===== config.mk =====
export PLATFORM = sky130hd
export DESIGN_NAME = pc_stack_unit
export DESIGN_NICKNAME = d
export VERILOG_FILES = /design/src/rtl/pc_stack_unit.sv
export SDC_FILE = /design/constraint.sdc
export NUM_CORES = 1
export LEC_CHECK = 0
export ABC_AREA = 1
export CAP_MARGIN = 20
export CORE_MARGIN = 1
export CORE_UTILIZATION = 40
export CTS_CLUSTER_SIZE = 8
export DETAILED_ROUTE_END_ITERATION = 10
export HOLD_SLACK_MARGIN = 0.12
export PLACE_DENSITY = 0.68
export SYNTH_ARGS = -nofsm -noshare
export SYNTH_HDL_FRONTEND = slang
export SYNTH_SLANG_ARGS = --single-unit

===== constraint.sdc =====
create_clock -name clk -period 6 [get_ports clk]
set_clock_uncertainty 0.05 [all_clocks]
set_input_delay 1.2 -clock clk [delete_from_list [all_inputs] [get_ports clk]]
set_output_delay 1.2 -clock clk [all_outputs]
set_load 0.05 [all_outputs]

===== src/rtl/pc_stack_unit.sv =====
// Program counter with jump, call/return and an internal return-address stack.
// One action per enabled edge: jump > call > ret > increment.
module pc_stack_unit #(
  parameter int unsigned       WIDTH       = 8,
  parameter int unsigned       STACK_DEPTH = 4,
  parameter logic [WIDTH-1:0]  RESET_VEC   = '0
) (
  input  logic                               clk,
  input  logic                               reset,
  input  logic                               enable,
  input  logic                               jump,
  input  logic                               call,
  input  logic                               ret,
  input  logic [WIDTH-1:0]                   target,
  output logic [WIDTH-1:0]                   pc,
  output logic [$clog2(STACK_DEPTH+1)-1:0]   depth,
  output logic                               stack_full,
  output logic                               stack_empty,
  output logic                               stk_err
);

  localparam int unsigned DW = $clog2(STACK_DEPTH + 1);
  localparam int unsigned AW = (STACK_DEPTH > 1) ? $clog2(STACK_DEPTH) : 1;

  logic [WIDTH-1:0] pc_q;
  logic [WIDTH-1:0] pc_d;
  logic [WIDTH-1:0] pc_inc;
  logic [DW-1:0]    depth_q;
  logic [DW-1:0]    depth_d;
  logic             err_q;
  logic             err_d;
  logic             push;
  logic             full;
  logic             empty;
  logic [AW-1:0]    wr_idx;
  logic [AW-1:0]    top_idx;
  logic [WIDTH-1:0] stk_q [STACK_DEPTH];

  assign pc_inc  = pc_q + WIDTH'(1);
  assign full    = (depth_q == DW'(STACK_DEPTH));
  assign empty   = (depth_q == '0);
  assign wr_idx  = AW'(depth_q);
  assign top_idx = AW'(depth_q - DW'(1));

  always_comb begin
    pc_d    = pc_q;
    depth_d = depth_q;
    err_d   = err_q;
    push    = 1'b0;
    if (enable) begin
      if (jump) begin
        pc_d = target;
      end else if (call) begin
        if (full) begin
          err_d = 1'b1;
          pc_d  = pc_inc;
        end else begin
          push    = 1'b1;
          depth_d = depth_q + DW'(1);
          pc_d    = target;
        end
      end else if (ret) begin
        if (empty) begin
          err_d = 1'b1;
          pc_d  = pc_inc;
        end else begin
          depth_d = depth_q - DW'(1);
          pc_d    = stk_q[top_idx];
        end
      end else begin
        pc_d = pc_inc;
      end
    end
  end

  always_ff @(posedge clk) begin
    if (!reset) begin
      pc_q    <= RESET_VEC;
      depth_q <= '0;
      err_q   <= 1'b0;
    end else begin
      pc_q    <= pc_d;
      depth_q <= depth_d;
      err_q   <= err_d;
    end
  end

  // Stack storage needs no reset; entries above depth are never read.
  always_ff @(posedge clk) begin
    if (reset && push) begin
      stk_q[wr_idx] <= pc_inc;
    end
  end

  assign pc          = pc_q;
  assign depth       = depth_q;
  assign stack_full  = full;
  assign stack_empty = empty;
  assign stk_err     = err_q;

endmodule


After elaboration in Yosys (flattened, before gate mapping)
Memory sizes are Yosys's and may differ from the RTL's.
Cells that the tools add are included.
{"block": "totals", "register_bits": 12, "latchBits": 0, "ram_bits": 32, "rom_bits": 0, "input_bits": 14, "word_cells": 37, "n_memories": 1}
{"memory": "stk_q", "depth": 4, "word_bits": 8, "read_ports": 1, "rd_ports_with_merged_regs": 0, "write_ports": 1, "line_no": "37", "source": "logic [WIDTH-1:0] stk_q [STACK_DEPTH];"}
{"block": "classes", "n_addsub": 3, "mul": 0, "n_div": 0, "magnitude_cmp": 0, "eq_ne": 4, "shift": 0, "mux": 19, "bitwise": 1, "reduce_logical": 6}
{"op": "$mux 8", "count": 5}
{"op": "$mux 3", "count": 4}
{"op": "$mux 1", "count": 10}
{"op": "$reduce_and 5->1", "count": 2}
{"op": "$add 8x1->8 const B", "count": 1}
{"op": "$ne 2x2->1 const B", "count": 2}
{"op": "$reduce_bool 2->1", "count": 2}
{"op": "$add 3x1->3 const B", "count": 1}
{"op": "$eq 3x3->1 const B", "count": 1}
{"op": "$logic_not 3->1", "count": 1}
{"op": "$sub 3x1->3 const B", "count": 1}
{"op": "$ne 2x1->1 const B", "count": 1}
{"op": "$logic_and 1x1->1", "count": 1}
{"op": "$not 1->1", "count": 1}

Logic depth before layout (Yosys ltp)
Gate-level depths: netlist of the first run.
{"block": "logic_depth", "word_depth": 8, "depth_mapped": 13, "ltp_nobuf": 10}

Least setup slack after synthesis of the first run
OpenSTA, ideal clock, no wires.
{"block": "synth_timing", "path_kind": "register -> output", "from": "register depth_q[0], in the netlist depth[0]", "to": "output stack_full", "arrival_time_ps": 1754, "t_required_ps": 4750, "slack_ps": 2996, "path_stages_with_launch": 7, "path_buffers": 2, "path_cell_list": "dfxtp_1 buf_4 inv_4 buf_4 ha_1 nand2_1 clkinv_1"}
{"block": "synth_via", "elab_chain_cells": 1}
{"item": "start, declared", "line_no": "28", "source": "logic [DW-1:0] depth_q;"}
{"item": "start signal, assigned", "line_no": "83", "source": "depth_q <= depth_d;"}
{"item": "$eq 3x3->1", "line_no": "40", "source": "assign full = (depth_q == DW'(STACK_DEPTH));"}
{"item": "end, declared", "line_no": "17", "source": "output logic stack_full,"}
No other way between the ends.

Worst setup path in the final report of the first run
Ends and elaborated chain as after synthesis.

==> out/qor.yml, run 1 <==
status: "complete, no violations"
synth_cell_types: 34
critPathMaxFanout: 20
initial_core_util_pct: 42.38
pre_cts_ws_ns: 2.538
die_y_um: 76.49
hp-class: "reg -> reg"
postRouteAntennaNets: 0
clk_pin_slew_ns: 0.08
post_cts.repair.setup_buffers: 0
ioPinCount: 28
place_congestion: 0.8371
syn-instance-count: 236
coreArea_mm2: 0.005238
cts_root_buffer: "clkbuf_8"
ir_worst_vdd_mv: 0.1402
power_density_mw_per_mm2: 263.4
hold_viol_final: 0
yosysWarnings: 0
rr_worst_depth: 7
fin_crit_sh_pct: 62.71
cts_max_path_buffers: 2
htreeDepth: 2
async_flop_share_pct: 0
final_max_slew_viol_count: 0
seqPwrFrac_pct: 49.6
instances_no_fill: 336
grt_first_pass_wirelength_um: 8217
crit_arrival_ns: 2.51
area_delta_synth_final_pct: 19.50
portBuffers: 27
fill_cells: 493
worstMarginPinSlew_ns: 0.7124
antenna_found_initial: 0
r2r_start: "depth[0]$_SDFFE_PN0P_"
synth-edff-count: 32
swShare_pct: 28.18
fp.dieArea_mm2: 0.005851
cts_made_buffers: 5
dp_hpwl_um: 3818
worstSetupStartpoint: "depth[0]$_SDFFE_PN0P_"
nNetsFinal: 285
firstDrtPassIters: 4
cts_tree: "built"
hold_buffers: 0
cts.repair.resized: 0
yosys_most_used_dff: "edfxtp_1"
setup_viol: 0
drive_gt1_share_pct: 10.53
die_x_um: 76.49
p_leak_uw: 0.001008
comb_power_share_pct: 18.0
fmax_mhz: 265.8
hold_start: "stk_err$_SDFFE_PN0P_"
holdPathStages: 2
cts.sinks: 44
grt_pass1_vias: 1645
drt-initial-drc-count: 202
ys_seq_area_share_pct: 54.11
drv_cap: 0
drt-total-wl_um: 5080
insertion_delay_ns: 0.31
cp-end-kind: "output pin"
grt_max_degree: 21
power.share.clock_pct: 32.4
start_kind: "flop"
worst_slack_ns: 2.237
drc: 0
globalRouteOverflowTotal: 0
syn-num-nets: 256
period_needed_ns: 3.763
slew_headroom_pct: 52.44
critPathKind: "reg -> out"
dp.cells: 328
mappedNetlistArea_mm2: 0.002220
intPower_uw: 501.8
synth_seq_cells: 44
rsz0062_at_grt: "no"
p_switching_uw: 196.9
syn_area_per_cell_um2: 9.405
crit_required_ns: 4.75
antennaDiodeCount: 0
final.setup.tns_ns: 0
track_usage_pct: 18.72
rows: 26
wl_per_cell_um: 15.12
num_vias: 1672
avgViaCountPerCell: 4.976
-- synth_stat cells (3+ instances only) --
cell / n / share of area [%]
a21oi_1: 9 / 2.0
buf_4: 3 / 1.0
inv_2: 4 / 0.68
o21ai_1: 11 / 2.5
inv_1: 20 / 3.4
dfxtp_1: 12 / 11
edfxtp_1: 32 / 43
nand3_1: 8 / 1.8
nand2_2: 4 / 1.1
nand2_1: 45 / 7.6
a31oi_1: 3 / 0.85
nor2_1: 31 / 5.2
xor2_1: 4 / 1.6
o21ai_0: 11 / 2.5
ha_1: 6 / 3.4
o211ai_1: 8 / 2.7
-- power by group through the flow --
stage,Clock [uW],Sequential (uW),Combinational [uW]
after global placement,0,353,125
final,226,346,126
after CTS,226,346,126
after global routing,239,348,138
after floorplan,0,367,68.1
after detailed placement,0,353,125
-- worst max-delay path, cell delays in order, from the launching register on --
cell,delay (ns)
dfxtp_1,0.79
inv_4,0.20
ha_1,0.28
nand2_1,0.11
clkinv_1,0.11
clkdlybuf4s50_1,0.71
-- state kept, by name (all words and copies together) (netlist names) --
register / cells
stk_err: 1
stk_q: 32
pc: 8
depth: 3
-- path summary, 6_finish.rpt --
path                                         endpoint  slack, ns
worst min register to register   stk_err$_SDFFE_PN0P_       0.44
worst max-delay path                       stack_full       2.24
worst max register to register  stk_q[0][4]$_DFFE_PP_       3.36
worst min-delay path             stk_err$_SDFFE_PN0P_       0.44
-- cell usage in the layout, fill, tap and decap left out, types with 2 or more instances in the layout --
| cell type | netlist | routed |
|---|---|---|
| inv_1 | 20 | 20 |
| or2_1 | 2 | 2 |
| nand3_1 | 8 | 8 |
| inv_2 | 4 | 4 |
| a31oi_1 | 3 | 3 |
| nor2_2 | 2 | 2 |
| a21oi_1 | 9 | 9 |
| nand3_2 | 2 | 2 |
| clkdlybuf4s50_1 | 0 | 27 |
| nand2_1 | 45 | 45 |
| inv_4 | 2 | 2 |
| clkbuf_8 | 0 | 5 |
| o21ai_0 | 11 | 11 |
| nand2_2 | 4 | 4 |
| edfxtp_1 | 32 | 32 |
| ha_1 | 6 | 6 |
| o211ai_1 | 8 | 8 |
| xnor2_1 | 2 | 2 |
| o21ai_1 | 11 | 11 |
| dfxtp_1 | 12 | 12 |
| a21oi_2 | 2 | 2 |
| nor2_1 | 31 | 31 |
| xor2_1 | 4 | 4 |
-- logic make-up (layout without fill, tap and decap cells) --
family,after synthesis,count (layout),share of synthesized area [%]
buffers and inverters,32,62,6.256
xor gates and xnor gates,6,6,2.368
adders and majority gates,6,6,3.382
DFF,44,44,54.11
and+or+nand+nor,101,101,21.53
AOI/OAI and AO/OA,47,47,12.35
-- routing by layer --
layer  wire, um  vias to the layer above  GRT usage [%]
met2       2364                       54          30.45
met3        241                       12          4.551
met4        131                        0          8.269
met1       2342                      755          23.54
li1           -                      851              -
met5          0                        -              0
-- metrics by stage --
step / cell area [um2] / hold slack, ns / utilization [%] / total power (uW)
after CTS: 2653 / 0.4498 / 50.64 / 697.8
after detailed placement: 2545 / 0.4166 / 48.59 / 478.1
after floorplan: 2220 / 0.5630 / - / 435.5
final: 2653 / 0.4411 / 50.64 / 698.6
after global placement: 2545 / 0.4341 / 48.59 / 477.9
after global routing: 2653 / 0.4919 / 50.64 / 724.1
-- area by class of cell --
cell class	instances	area [um2]	share of cell area, %
Clock buffer	6	72.57	2.736
Multi-Input combinational cell	160	879.6	33.16
Timing Repair Buffer	27	270.3	10.19
Tap cell	70	87.58	3.302
Inverter	27	106.4	4.009
Clock inverter	2	35.03	1.321
Sequential cell	44	1201	45.28
(Power assumes the default switching activity.)
==> run 2, diff against run 1 <==
Clock period 6 ns to 3.7 ns, I/O delays scaled along.
==> run 2 against run 1 <==
Compared with the run above: core utilization down 0.24 points; critical endpoint is now stack_empty; sequential share of layout area up 0.21 points; largest cell class unchanged; register-to-register slack worse by 1.7 ns; clock-buffer cell count down 1; clock power up 30%; cell area down 0.47%; wire length down 0.37%.
==> out/qor.yml, run 2 (synthesized netlist as in run 1, its figures left out) <==
period_needed_ns: 2.907
ioPinCount: 28
p_leak_uw: 0.001006
globalRouteOverflowTotal: 0
critPathMaxFanout: 19
fin_area_mm2: 0.002640
layout_commonest_cell: "nand2_1"
antenna_found_initial: 0
cts_max_path_buffers: 2
drt-total-wl_um: 5061
die_x_um: 76.49
power_density_mw_per_mm2: 402.3
ir_worst_vdd_mv: 0.1673
drv_cap: 0
initial_core_util_pct: 42.38
track_usage_pct: 18.71
intPower_uw: 745.9
p_switching_uw: 316.3
cts_tree: "built"
rows: 26
cts.repair.resized: 0
coreArea_mm2: 0.005238
die_y_um: 76.49
slew_headroom_pct: 56.44
cts_root_buffer: "clkbuf_8"
hold_viol_final: 0
fin_crit_sh_pct: 78.56
crit_required_ns: 2.91
grt_first_pass_wirelength_um: 8300
clk_pin_slew_ns: 0.08
wl_per_cell_um: 15.02
postRouteAntennaNets: 0
rsz0062_at_grt: "no"
placed_cell_area_mm2: 0.002552
start_kind: "flop"
hp-class: "reg -> reg"
fill_cells: 504
area_delta_synth_final_pct: 18.94
portBuffers: 27
place_congestion: 0.8384
critPathKind: "reg -> out"
status: "complete, no violations"
cts.sinks: 44
nNetsFinal: 286
fp.dieArea_mm2: 0.005851
cp-end-kind: "output pin"
fmax_mhz: 344.0
hold_start: "stk_err$_SDFFE_PN0P_"
seqPwrFrac_pct: 52.4
swShare_pct: 29.78
antennaDiodeCount: 0
crit_arrival_ns: 2.12
comb_power_share_pct: 20.0
firstDrtPassIters: 4
largest_reg_flops: 32
avgViaCountPerCell: 5.062
largest-register: "stk_q"
power.share.clock_pct: 27.6
final_max_slew_viol_count: 0
drive_gt1_share_pct: 11.24
cts_made_buffers: 5
dp_hpwl_um: 3795
layout_common_cells: "nand2_1 (45), edfxtp_1 (32), nor2_1 (31), clkdlybuf4s50_1 (27), inv_1 (20)"
htreeDepth: 2
hold_buffers: 0
setup_viol: 0
pre_cts_ws_ns: 0.6636
worstSetupStartpoint: "depth[0]$_SDFFE_PN0P_"
final.setup.tns_ns: 0
r2r_start: "depth[0]$_SDFFE_PN0P_"
drt-initial-drc-count: 109
drc: 0
grt_pass1_vias: 1674
grt_max_degree: 20
worstMarginPinSlew_ns: 0.6510
post_cts.repair.setup_buffers: 0
insertion_delay_ns: 0.29
worst_slack_ns: 0.7932
num_vias: 1706
[run 2: changes by cell type in the layout (fill, tap and decap cells not counted), sizes merged]
| cell | before | now |
|---|---|---|
| buf | 0 | 1 |
| bufinv | 1 | 0 |
| clkbuf | 6 | 5 |
| clkinv | 2 | 4 |
[run 2: final cells by class]
cell class / instances / area (um2) / share of cell area [%]
Tap cell: 70 / 87.58 / 3.318
Clock buffer: 5 / 68.82 / 2.607
Timing Repair Buffer: 28 / 277.8 / 10.52
Multi-Input combinational cell: 160 / 879.6 / 33.32
Sequential cell: 44 / 1201 / 45.50
Inverter: 27 / 106.4 / 4.028
Clock inverter: 3 / 18.77 / 0.7109
[run 2: power groups by stage]
stage | Sequential (uW) | Combinational [uW] | Clock (uW)
after floorplan | 596 | 110 | 0
after global placement | 569 | 212 | 0
after detailed placement | 568 | 212 | 0
after CTS | 557 | 213 | 302
after global routing | 559 | 231 | 325
final | 557 | 212 | 293
[run 2: final timing paths]
path         depth (start not counted)  slack (ns)                     to
max                                  5        0.79            stack_empty
min                                  2        0.44   stk_err$_SDFFE_PN0P_
max reg2reg                          7        1.63  stk_q[2][5]$_DFFE_PP_
min reg2reg                          2        0.44   stk_err$_SDFFE_PN0P_
[run 2: metal layers]
metal  up-vias  track usage, %  share of wire [%]
li1        850               -                  -
met1       797           25.57                 48
met2        49           29.19                 45
met3        10           3.593                4.9
met4         0           7.308                1.8
met5         -               0                  0
[run 2: critical path, cell delays in order, from the launching register on]
cell and delay, ns:
dfxtp_1 0.34, inv_4 0.17, ha_1 0.21, inv_1 0.07
nor2_2 0.18, clkdlybuf4s50_1 0.84
[run 2: stage by stage]
stage	hold WS, ns	util [%]	cells	power (uW)
detailed placement	0.4172	48.73	329	779.8
finish	0.4358	50.41	337	1062
floorplan	0.5630	-	236	706.3
global placement	0.4427	48.73	329	780.4
global route	0.4606	50.41	337	1114
CTS	0.4443	50.41	337	1072
